`src/rtl/fetch_sequencer_pkg.sv`:
```
// Shared core definitions for the byte-serial instruction fetch path.
package fetch_sequencer_pkg;

  // Fetch sequencer states: two reset-vector reads, then opcode/operand bytes, then hold
  typedef enum logic [2:0] {
    RST_LO = 3'd0,
    RST_HI = 3'd1,
    OPC    = 3'd2,
    OP1    = 3'd3,
    OP2    = 3'd4,
    HOLD   = 3'd5
  } fetch_state_e;

  // Low byte of the reset vector; the high byte follows at RESET_VEC+1
  localparam logic [15:0] RESET_VEC = 16'hFFFC;

  // Instruction length encodings
  localparam logic [1:0] LEN_1 = 2'd1;
  localparam logic [1:0] LEN_2 = 2'd2;
  localparam logic [1:0] LEN_3 = 2'd3;

  // Assembled instruction as presented to the decoder
  typedef struct packed {
    logic [15:0] pc;
    logic [7:0]  opcode;
    logic [7:0]  op1;
    logic [7:0]  op2;
    logic [1:0]  len;
  } inst_t;

endpackage

```
`src/rtl/fetch_sequencer_len_decode.sv`:
```
// Combinational instruction length decode from the opcode byte (aaabbbcc).
// Kept standalone so the decoder can reuse the same table.
module inst_len_decode
  import fetch_sequencer_pkg::*;
(
  input  logic [7:0] opcode,
  output logic [1:0] len
);

  logic [2:0] aaa;
  logic [2:0] bbb;
  logic [1:0] cc;

  assign aaa = opcode[7:5];
  assign bbb = opcode[4:2];
  assign cc  = opcode[1:0];

  // Length table by opcode group (cc), then addressing mode (bbb)
  always_comb begin
    len = LEN_1;
    unique case (cc)
      2'b01: begin
        if (bbb == 3'b011 || bbb == 3'b110 || bbb == 3'b111) len = LEN_3;
        else                                                 len = LEN_2;
      end
      2'b10: begin
        case (bbb)
          3'b000, 3'b001, 3'b101: len = LEN_2;
          3'b011, 3'b111:         len = LEN_3;
          default:                len = LEN_1;
        endcase
      end
      2'b00: begin
        case (bbb)
          3'b000: begin
            // JSR carries a full address; other control ops are implied or immediate
            if (aaa == 3'b001) len = LEN_3;
            else if (aaa[2])   len = LEN_2;
            else               len = LEN_1;
          end
          3'b001, 3'b100, 3'b101: len = LEN_2;
          3'b011, 3'b111:         len = LEN_3;
          default:                len = LEN_1;
        endcase
      end
      default: len = LEN_1;
    endcase
  end

endmodule

```
`src/rtl/fetch_sequencer.sv`:
```
// Byte-serial instruction fetch: reads the reset vector, then assembles
// 1..3 byte instructions one memory byte at a time and holds each until the
// decoder accepts it. A redirect from execute abandons the current fetch.
module fetch_sequencer
  import fetch_sequencer_pkg::*;
(
  input  logic        clk,
  input  logic        rst_n,
  output logic        mem_req,
  output logic [15:0] mem_addr,
  input  logic        mem_ack,
  input  logic [7:0]  mem_rdata,
  output logic        inst_valid,
  input  logic        inst_ready,
  output logic [7:0]  inst_opcode,
  output logic [7:0]  inst_op1,
  output logic [7:0]  inst_op2,
  output logic [1:0]  inst_len,
  output logic [15:0] inst_pc,
  input  logic        redirect_valid,
  input  logic [15:0] redirect_pc
);

  fetch_state_e state_q, state_d;
  logic [15:0]  pc_q, pc_d;
  logic         mem_req_q, mem_req_d;
  logic [15:0]  mem_addr_q, mem_addr_d;
  inst_t        inst_q, inst_d;

  logic         ack;
  logic         redirect_take;
  logic         accept;
  logic [1:0]   dec_len;
  logic [15:0]  next_seq_pc;

  // Length of the byte currently returning from memory (only used in OPC)
  inst_len_decode u_len_decode (
    .opcode (mem_rdata),
    .len    (dec_len)
  );

  assign ack           = mem_req_q & mem_ack;
  assign redirect_take = redirect_valid & (state_q inside {OPC, OP1, OP2, HOLD});
  assign accept        = (state_q == HOLD) & inst_ready;
  assign next_seq_pc   = inst_q.pc + {14'd0, inst_q.len};

  // Next-state, request and instruction assembly
  always_comb begin
    state_d    = state_q;
    pc_d       = pc_q;
    mem_req_d  = mem_req_q;
    mem_addr_d = mem_addr_q;
    inst_d     = inst_q;

    if (redirect_take) begin
      // Redirect wins over any ack or handshake; the request idles one cycle
      // so the dropped byte cannot be mistaken for the new target's data.
      pc_d       = redirect_pc;
      state_d    = OPC;
      mem_req_d  = 1'b0;
      mem_addr_d = redirect_pc;
    end else begin
      unique case (state_q)
        RST_LO: begin
          if (!mem_req_q) begin
            mem_req_d  = 1'b1;
            mem_addr_d = RESET_VEC;
          end else if (ack) begin
            pc_d[7:0]  = mem_rdata;
            state_d    = RST_HI;
            mem_addr_d = RESET_VEC + 16'd1;
          end
        end
        RST_HI: begin
          if (ack) begin
            pc_d[15:8] = mem_rdata;
            state_d    = OPC;
            mem_addr_d = {mem_rdata, pc_q[7:0]};
          end
        end
        OPC: begin
          if (!mem_req_q) begin
            // Only reached after a redirect's idle cycle
            mem_req_d  = 1'b1;
            mem_addr_d = pc_q;
          end else if (ack) begin
            inst_d.pc     = pc_q;
            inst_d.opcode = mem_rdata;
            inst_d.op1    = 8'h00;
            inst_d.op2    = 8'h00;
            inst_d.len    = dec_len;
            if (dec_len == LEN_1) begin
              state_d   = HOLD;
              mem_req_d = 1'b0;
            end else begin
              state_d    = OP1;
              mem_addr_d = pc_q + 16'd1;
            end
          end
        end
        OP1: begin
          if (ack) begin
            inst_d.op1 = mem_rdata;
            if (inst_q.len == LEN_3) begin
              state_d    = OP2;
              mem_addr_d = inst_q.pc + 16'd2;
            end else begin
              state_d   = HOLD;
              mem_req_d = 1'b0;
            end
          end
        end
        OP2: begin
          if (ack) begin
            inst_d.op2 = mem_rdata;
            state_d    = HOLD;
            mem_req_d  = 1'b0;
          end
        end
        HOLD: begin
          // No prefetch while holding; next opcode request starts on accept
          if (accept) begin
            pc_d       = next_seq_pc;
            state_d    = OPC;
            mem_req_d  = 1'b1;
            mem_addr_d = next_seq_pc;
          end
        end
        default: begin
          state_d   = RST_LO;
          mem_req_d = 1'b0;
        end
      endcase
    end
  end

  // State, request and instruction registers
  always_ff @(posedge clk or negedge rst_n) begin
    if (!rst_n) begin
      state_q    <= RST_LO;
      pc_q       <= 16'h0000;
      mem_req_q  <= 1'b0;
      mem_addr_q <= 16'h0000;
      inst_q     <= '{pc: 16'h0000, opcode: 8'h00, op1: 8'h00, op2: 8'h00, len: LEN_1};
    end else begin
      state_q    <= state_d;
      pc_q       <= pc_d;
      mem_req_q  <= mem_req_d;
      mem_addr_q <= mem_addr_d;
      inst_q     <= inst_d;
    end
  end

  assign mem_req     = mem_req_q;
  assign mem_addr    = mem_addr_q;
  assign inst_valid  = (state_q == HOLD);
  assign inst_opcode = inst_q.opcode;
  assign inst_op1    = inst_q.op1;
  assign inst_op2    = inst_q.op2;
  assign inst_len    = inst_q.len;
  assign inst_pc     = inst_q.pc;

  // A live request only changes or drops after its ack or a redirect
  a_req_stable: assert property (@(posedge clk) disable iff (!rst_n)
    (mem_req_q && !mem_ack && !redirect_take) |=> (mem_req_q && $stable(mem_addr_q)));

endmodule

```
`config.mk`:
```
export PLATFORM = sky130hd
export DESIGN_NAME = fetch_sequencer
export DESIGN_NICKNAME = d
export VERILOG_FILES = /design/src/rtl/fetch_sequencer_pkg.sv /design/src/rtl/fetch_sequencer_len_decode.sv /design/src/rtl/fetch_sequencer.sv
export SDC_FILE = /design/constraint.sdc
export NUM_CORES = 1
export LEC_CHECK = 0
export CAP_MARGIN = 20
export CORE_MARGIN = 8
export CORE_UTILIZATION = 50
export CTS_CLUSTER_SIZE = 40
export DETAILED_ROUTE_END_ITERATION = 8
export PLACE_DENSITY = 0.76
export SYNTH_ARGS = -nofsm -noshare
export SYNTH_HDL_FRONTEND = slang
export SYNTH_SLANG_ARGS = --single-unit
```
`constraint.sdc`:
```
create_clock -name clk -period 4.57 [get_ports clk]
set_input_delay 0.457 -clock clk [delete_from_list [all_inputs] [get_ports clk]]
set_output_delay 0.457 -clock clk [all_outputs]
set_load 0.05 [all_outputs]
```
==> reports/qor.txt, run 1 <==
Post-synth top cells: nand2_1 (92), dfrtp_1 (77), o21ai_0 (61)
initial core utilization: 51.0%
Synth area leaders: dfrtp_1 (37%), nand2_1 (6.6%), o21ai_0 (5.8%)
Rows: 37
Reg2Reg Depth: 7
layout cells sized above 1: 10.1%
CTS resizes: 0
pin count of the biggest net entering global routing: 79
Mapped Area: 5220 um2
DRC: 0
Tcrit/Tclk final: 68.3%
largest family of logic cells by synthesized area: compound AO/OA/AOI/OAI gates
Worst VDD drop: 0.510 mV
post-route ant nets: 0
routability cong.: 0.972
Clk pwr share: 9.6%
syn_nets: 650
critical path required time: 4.11 ns
initial antenna violation count: 0
Die Wd: 118 um
WL final: 17500 um
compound-gate portion of the synthesized area: 22.8%
Final setup viols: 0
Ys Warns: 0
buffers added on ports: 88
# hold bufs at CTS: 0
Die Y-Extent: 118 um
synth unique cells: 67
Setup TNS: 0 ns
sequential share of the synthesized area: 37.4%
Switching Fraction: 54.6%
top_reg_cell synth: dfrtp_1
Post-Synth XOR/XNOR Area: 4.70%
via count: 5066
Hold Path End: inst_op1[0]$_DFFE_PN0P_
IO Pins: 89
post-synthesis async set-or-reset flop share: 100%
area growth from synthesis to layout: 20.6%
Slew headroom: 43.3%
CTS buffer count: 9
number of synthesized register bits: 78
Crit Reg-Reg Endpoint: mem_addr[7]$_DFFE_PN0P_
grt ovf: 0
number of diodes: 0
initial DRC count: 527
Syn Area/Cell: 8.48 um2
NetSw: 2.86 mW
CTS H-tree depth: 3
Synth Area in Simple Gates: 21.0%
Post-Synth Adder-Cell Area: 1.34%
sequential power share: 28.7%
final worst setup slack: 1.45 ns
die area: 14000 um2
Final Hold Fails: 0
combinational power share: 61.8%
Clk Latency, worst-skew pair: 0.39 ns
Place WS: 1.33 ns
Hold Crit Depth: 2
worst path arrival time: 2.66 ns
Post-CTS Setup Repair Bufs: 0
hold path startpoint: inst_op1[0]$_DFFE_PN0P_
WL per Instance: 21.5 um
Post-synth EDFFs: 0
RSZ-0062 raised after global routing: false
Pint: 2.38 mW
Hold Path Class: reg2reg
CP max FO: 27
Final Max Tran Viols: 0
flop2flop setup slack: 1.62 ns
synthesized instance count: 616
core area: 10200 um2
Final HPWL DP: 12700 um
status: complete, no violations
gr usage total: 24.9%
type of origin of the critical path: register
crit path kind: reg2out
most common cell in the netlist: nand2_1
TritonCTS Sinks: 78
MaxCap Viol Count: 0
CP Capture Type: primary output
Tmin final: 3.12 ns
vias in the first global route: 4672
first-pass GRT wire length: 27900 um
Yosys top cell by area: dfrtp_1
clock-pin transition on the worst setup and hold timing paths: 0.09 ns
Yosys top cell area share: 36.9%
vias per std cell: 6.20
post-synthesis mux area share: 6.40%
Max Freq: 0.321 GHz
drt first pass iters: 5
RR Startpoint: state_q[2]$_DFFE_PN0P_
Layout Nets: 710
P_leak: 2.44 nW
Root Buffer: clkbuf_8
Clock Skew: 0.0216 ns
Slew @ Worst Pin: 0.851 ns
CTS tree: done
Filler cells: 924
pwr dens: 832 nW/um2
Clock Tree Buf Depth: 2
==> area by class of cell <==
| type | instances | area, um2 | share of cell area [%] |
|---|---|---|---|
| tap | 136 | 170 | 2.70 |
| clock buffer | 10 | 138 | 2.19 |
| sequential | 78 | 1950 | 31.0 |
| multi-input combinational | 473 | 2940 | 46.7 |
| timing repair buffer | 100 | 998 | 15.9 |
| clock inverter | 6 | 45.0 | 0.715 |
| inverter | 14 | 52.6 | 0.835 |
==> placed cells by master, fill, tap and decap left out, drive strengths merged, types with 5 or more instances in the layout <==
cell type      Yosys  routed
o31ai              9       9
a31oi              5       5
nor3              14      14
xor2              10      10
nand2             93      93
nand4             12      12
o22ai              7       7
dfrtp             77      77
inv               14      16
nand3             20      20
clkdlybuf4s50      0      87
a211oi             9       9
nor2              41      41
o21ai             62      62
nor4               7       7
buf               32      12
a21o               5       5
mux2              27      27
clkbuf            19      10
nor3b              5       5
xnor2             18      18
o211ai            11      11
nor2b              5       5
a21oi             44      44
==> cells by family after synthesis <==
logic type	count (synthesis)
AO/OA/AOI/OAI	188
buffers and inverters	65
XOR/XNOR	28
flip-flops	78
adder cells (fa/ha/maj)	5
AND/OR/NAND/NOR	222
multiplexers	30
==> critical path, cell delays in order (launching register included) <==
cell             delay [ns]
dfrtp_1                0.91
buf_4                  0.34
nand2_1                0.12
inv_2                  0.11
clkdlybuf4s50_1        0.81
==> worst max-delay path by stage <==
stage               slack, ns  cells after the start                      end                   start
finish                   1.45                      4               inst_valid  state_q[2]$_DFFE_PN0P_
detailed placement       1.33                      6  mem_addr[3]$_DFFE_PN0P_            mem_rdata[0]
CTS                      1.49                      4               inst_valid  state_q[2]$_DFFE_PN0P_
global placement         1.49                      6  mem_addr[4]$_DFFE_PN0P_            mem_rdata[0]
floorplan                2.19                      7      pc_q[9]$_DFFE_PN0P_  inst_pc[1]$_DFFE_PN0P_
global route             1.37                      4               inst_valid  state_q[2]$_DFFE_PN0P_
==> power groups by stage <==
stage,combinational [mW],sequential [mW],clock [mW]
floorplan,1.59,2.08,0
global placement,3.14,1.48,0
detailed placement,3.18,1.49,0
CTS,3.19,1.48,0.506
global route,3.45,1.55,0.532
finish,3.24,1.50,0.501
==> registers in the layout, summed over array words and instances, names as in the netlist <==
signal       cells
inst_pc         16
mem_addr        16
pc_q            16
inst_op1         8
inst_op2         8
inst_opcode      8
state_q          3
inst_len         2
mem_req          1
==> per-stage QoR <==
step,util [%],hold slack (ns),cell area [um2],instances,power [mW]
after floorplan,-,0.161,5220,616,3.67
after global placement,59.2,0.461,6060,798,4.63
after detailed placement,59.2,0.470,6060,798,4.67
after CTS,61.0,0.275,6240,814,5.18
after global routing,61.5,0.503,6300,817,5.54
final,61.5,0.484,6300,817,5.24
==> routing by layer <==
layer / track usage, % / wire length [um] / vias to the layer above
li1: - / - / 2341
met1: 36.8 / 7830 / 2385
met2: 35.8 / 7530 / 304
met3: 5.09 / 1820 / 36
met4: 7.05 / 359 / 0
met5: 0 / 0 / -
Note: power is estimated with default switching activity, not from simulation.
==> run 2, diff against run 1 <==
==> constraint.sdc (replaced) <==
create_clock -name clk -period 3.1 [get_ports clk]
set_input_delay 0.31 -clock clk [delete_from_list [all_inputs] [get_ports clk]]
set_output_delay 0.31 -clock clk [all_outputs]
set_load 0.05 [all_outputs]
==> reports/qor.txt, run 2 (synthesized netlist as in run 1, its figures left out) <==
status: complete, no violations
Reg2Reg Depth: 7
clock-pin transition on the worst setup and hold timing paths: 0.08 ns
vias per std cell: 6.19
vias in the first global route: 4811
WP depth: 5
buffers added on ports: 88
core area: 10200 um2
Final HPWL DP: 13300 um
Power Total: 7.95 mW
gr usage total: 26.2%
Setup crit start: state_q[0]$_DFFE_PN0P_
CTS resizes: 0
Crit Reg-Reg Endpoint: mem_addr[7]$_DFFE_PN0P_
Top delay family on crit path: buffers and inverters
CTS buffer count: 9
commonest cells after routing, fill and taps aside: nand2_1 (92), clkdlybuf4s50_1 (86), dfrtp_1 (77), o21ai_0 (61), a21oi_1 (44)
crit path kind: reg2out
Layout Nets: 720
CP Capture Type: primary output
worst path arrival time: 2.30 ns
Die Wd: 118 um
Setup TNS: 0 ns
layout cells sized above 1: 11.5%
most common cell after layout, fill and taps aside: nand2_1
area growth from synthesis to layout: 22.6%
IO Pins: 89
Final Hold Fails: 0
critical path required time: 2.79 ns
Slew headroom: 34.0%
CP max stage cell: dfrtp_1
Clk Latency, worst-skew pair: 0.38 ns
drt first pass iters: 5
CP peak stage delay: 0.64 ns
Tmin final: 2.61 ns
RR Startpoint: state_q[0]$_DFFE_PN0P_
Die Y-Extent: 118 um
die area: 14000 um2
grt ovf: 0
pwr dens: 1240 nW/um2
routability cong.: 0.977
CP cell instances: nor2b_1 > nand2_1 > inv_2 > buf_4 > buf_12
Filler cells: 939
number of diodes: 0
Max Freq: 0.383 GHz
CP max FO: 18
Clock Tree Buf Depth: 2
placed inst area: 6190 um2
initial core utilization: 51.0%
Final setup viols: 0
CTS tree: done
Rows: 37
flop2flop setup slack: 0.63 ns
via count: 5109
DRC: 0
WL final: 18200 um
CTS H-tree depth: 3
Worst Path Buf+Inv: 3
Tcrit/Tclk final: 84.2%
RSZ-0062 raised after global routing: false
Slew @ Worst Pin: 0.990 ns
Hold Path Class: in2async
pin count of the biggest net entering global routing: 79
initial antenna violation count: 0
# hold bufs at CTS: 0
post-route ant nets: 0
Post-CTS Setup Repair Bufs: 0
Design Area, Final: 6400 um2
Clock Skew: 0.0116 ns
initial DRC count: 557
CP endpoint: inst_valid
P_leak: 2.51 nW
WL per Instance: 22.0 um
MaxCap Viol Count: 0
Root Buffer: clkbuf_8
type of origin of the critical path: register
Worst VDD drop: 0.651 mV
first-pass GRT wire length: 28700 um
Final Max Tran Viols: 0
TritonCTS Sinks: 78
[run 2: cell types whose count changed in the layout (fill, tap and decap cells not counted), sizes merged]
cell and change:
inv -2, clkinvlp -2, clkdlybuf4s50 -1, dlygate4sd3 -1, buf +12, bufinv +2
[run 2: power by group]
group | internal (mW) | total (mW) | switching, mW | leakage (nW)
registers | 1.50 | 2.22 | 0.726 | 0.950
logic | 1.75 | 4.87 | 3.12 | 1.45
clock network | 0.465 | 0.864 | 0.399 | 0.104
total | 3.71 | 7.95 | 4.24 | 2.51
[run 2: worst reg2reg max path: cells and delay by family, from the launching register on]
kind	cells	cell delay [ns]
buffers and inverters	1	0.39
and+or+nand+nor	3	0.59
AOI/OAI and AO/OA	3	0.78
DFF	1	0.64
[run 2: area by class of cell]
class,count,area [um2],share of cell area [%]
Inverter,14,52.6,0.821
Tap cell,136,170,2.66
Clock inverter,4,72.6,1.13
Timing Repair Buffer,110,1080,16.8
Clock buffer,10,138,2.15
Multi-Input combinational cell,473,2940,45.9
Sequential cell,78,1950,30.5
[run 2: how the worst min path moves through the flow]
stage	to	slack, ns	cells after the start
floorplan	inst_len[1]$_DFFE_PN0P_	0.01	0
global placement	inst_op1[5]$_DFFE_PN0P_	0.46	2
detailed placement	mem_addr[14]$_DFFE_PN0P_	0.47	2
CTS	inst_op2[2]$_DFFE_PN0P_	0.13	1
global route	inst_op2[2]$_DFFE_PN0P_	0.16	1
finish	inst_op2[2]$_DFFE_PN0P_	0.1	1
[run 2: per-stage QoR]
step / std cells / worst slack (ns) / utilization [%] / hold WS (ns)
CTS: 825 / 0.531 / 62.6 / 0.134
detailed placement: 811 / 0.523 / 60.5 / 0.469
global placement: 811 / 0.569 / 60.5 / 0.461
floorplan: 616 / 0.716 / - / 0.0144
global route: 825 / 0.376 / 62.6 / 0.162
finish: 825 / 0.491 / 62.6 / 0.0996
[run 2: layer usage]
metal | track usage (%) | routed length (um) | up-vias
met1 | 37.0 | 8050 | 2435
met5 | 0 | 0 | -
met2 | 37.2 | 7850 | 292
li1 | - | - | 2364
met4 | 9.05 | 328 | 0
met3 | 7.52 | 1970 | 18
==> run 3, diff against run 2 <==
--- a/config.mk
+++ b/config.mk
@@ -7,10 +7,10 @@
 export LEC_CHECK = 0
 export CAP_MARGIN = 20
 export CORE_MARGIN = 8
-export CORE_UTILIZATION = 50
+export CORE_UTILIZATION = 49
 export CTS_CLUSTER_SIZE = 40
 export DETAILED_ROUTE_END_ITERATION = 8
-export PLACE_DENSITY = 0.76
+export PLACE_DENSITY = 0.78
 export SYNTH_ARGS = -nofsm -noshare
 export SYNTH_HDL_FRONTEND = slang
 export SYNTH_SLANG_ARGS = --single-unit
==> constraint.sdc (replaced) <==
create_clock -name clk -period 2.2 [get_ports clk]
set_input_delay 0.22 -clock clk [delete_from_list [all_inputs] [get_ports clk]]
set_output_delay 0.22 -clock clk [all_outputs]
set_load 0.05 [all_outputs]
==> reports/qor.txt, run 3 (synthesized netlist as in run 1, its figures left out) <==
gr usage total: 28.2%
CTS H-tree depth: 3
met1 wire length: 8630 um
Slew @ Worst Pin: 0.530 ns
number of diodes: 0
vias per std cell: 6.11
Clock Skew: 0.00884 ns
CP Capture Type: register
Worst VDD drop: 1.13 mV
type of origin of the critical path: register
final worst setup slack: -0.0141 ns
uppermost routed layer: met4
first-pass GRT wire length: 31300 um
Clk pwr share: 7.9%
RSZ-0062 raised after global routing: true
via count: 5594
area of the multi-input gates: 3080 um2
met2 WL: 9120 um
critical path required time: 2.45 ns
Final setup viols: 1
RR Startpoint: pc_q[1]$_DFFE_PN0P_
Register Area: 1960 um2
clock-pin transition on the worst setup and hold timing paths: 0.09 ns
routability cong.: 1.01
Non-Filler Instances: 915
Crit Reg-Reg Endpoint: mem_addr[12]$_DFFE_PN0P_
Max Freq: 0.452 GHz
P_leak: 2.95 nW
Slew headroom: 64.6%
NetSw: 6.45 mW
placed cell count: 892
Clock Tree Buf Depth: 2
WL per Instance: 22.2 um
initial antenna violation count: 0
CP peak stage delay: 0.38 ns
IO Pins: 89
worst path arrival time: 2.46 ns
CTS tree: done
CP max stage cell: dfrtp_1
die area: 14200 um2
Clk Latency, worst-skew pair: 0.37 ns
crit path kind: reg2reg
Layout Nets: 808
drt first pass iters: 5
flop2flop setup slack: -0.01 ns
Hold Path Class: in2async
DRC: 0
failing checks: setup timing
vias in the first global route: 5544
post-route ant nets: 0
layout cells sized above 1: 24.8%
Power Total: 12.4 mW
WL final: 20300 um
core area: 10300 um2
combinational power share: 69.1%
status: finished, violations left
Design Area, Final: 7210 um2
Root Buffer: clkbuf_8
CP cell instances: buf_4 > ha_1 > nand4_1 > nor3_1 > xnor2_1 > o22ai_1 > o32ai_1 > buf_4 > o21ai_0
Final HPWL DP: 15100 um
pwr dens: 1720 nW/um2
most common cell after layout, fill and taps aside: buf_4
TritonCTS Sinks: 78
CTS buffer count: 9
commonest cells after routing, fill and taps aside: buf_4 (103), nand2_1 (91), clkdlybuf4s50_1 (86), dfrtp_1 (72), o21ai_0 (59)
Final Max Tran Viols: 0
Most common cell on crit path: buf_4
Routed met3 length: 1800 um
pin count of the biggest net entering global routing: 79
Reg2Reg Depth: 9
grt ovf: 0
Rows: 37
initial DRC count: 536
MaxCap Viol Count: 0
Tcrit/Tclk final: 101%
Pint: 5.97 mW
Die Wd: 119 um
buffers added on ports: 88
CP max FO: 3
sequential power share: 23.0%
Filler cells: 866
area growth from synthesis to layout: 38.1%
Tmin final: 2.21 ns
final hold slack: 0.423 ns
initial core utilization: 50.6%
placed inst area: 6830 um2
Die Y-Extent: 119 um
Switching Fraction: 51.9%
Final Hold Fails: 0
run 3: layer usage:
layer	vias to the layer above	GRT usage [%]
met4	0	13.0
li1	2531	-
met5	-	0
met3	62	5.57
met2	290	43.1
met1	2711	37.6
run 3: stage by stage:
stage / setup WS [ns] / util (%) / setup TNS, ns
after global routing: -0.0680 / 69.9 / -0.190
after detailed placement: -0.0547 / 66.1 / -0.157
after CTS: 0.00574 / 68.0 / 0
final: -0.0141 / 69.9 / -0.0141
after floorplan: 0.00494 / - / 0
after global placement: -0.0901 / 66.1 / -0.110
run 3: layout make-up:
type	instances	share of cell area (%)
clock buffers	11	1.82
clock inverters	5	0.503
inverters	14	0.798
multi-input cells	473	42.7
flip-flops and latches	78	27.2
well taps	136	2.36
repair buffers	198	24.7
run 3: worst max-delay path by stage:
stage	end	slack [ns]	start	cells after the start
2_1_floorplan	pc_q[12]$_DFFE_PN0P_	0.005	inst_pc[0]$_DFFE_PN0P_	8
3_3_place_gp	mem_addr[9]$_DFFE_PN0P_	-0.09	inst_len[0]$_DFFE_PN1P_	9
3_5_place_dp	pc_q[12]$_DFFE_PN0P_	-0.05	state_q[2]$_DFFE_PN0P_	6
4_1_cts	mem_addr[9]$_DFFE_PN0P_	0.006	inst_len[0]$_DFFE_PN1P_	9
5_1_grt	mem_addr[12]$_DFFE_PN0P_	-0.07	pc_q[1]$_DFFE_PN0P_	9
6_report	mem_addr[12]$_DFFE_PN0P_	-0.01	pc_q[1]$_DFFE_PN0P_	9
run 3: power by group through the flow:
stage | Clock [mW] | Sequential [mW] | Combinational, mW
global route | 1.04 | 2.93 | 9.10
finish | 0.984 | 2.85 | 8.58
detailed placement | 0 | 2.83 | 8.16
CTS | 0.990 | 2.80 | 8.22
floorplan | 0 | 4.32 | 3.30
global placement | 0 | 2.80 | 8.06
run 3: timing repair:
action	4_1_cts	5_1_grt
setup endpoints to repair	5	23
hold endpoints to repair	77	0
gates resized for setup	4	33
hold buffers	1	0
buffers inserted	0	6
pin swaps	1	11
run 3: critical path, delay by kind of cell (launching register included):
| family | cells | cell delay [ns] |
|---|---|---|
| buffers and inverters | 2 | 0.26 |
| flip-flops | 1 | 0.38 |
| XOR/XNOR | 1 | 0.20 |
| adder cells (fa/ha/maj) | 1 | 0.16 |
| AND/OR/NAND/NOR | 2 | 0.62 |
| AO/OA/AOI/OAI | 3 | 0.46 |
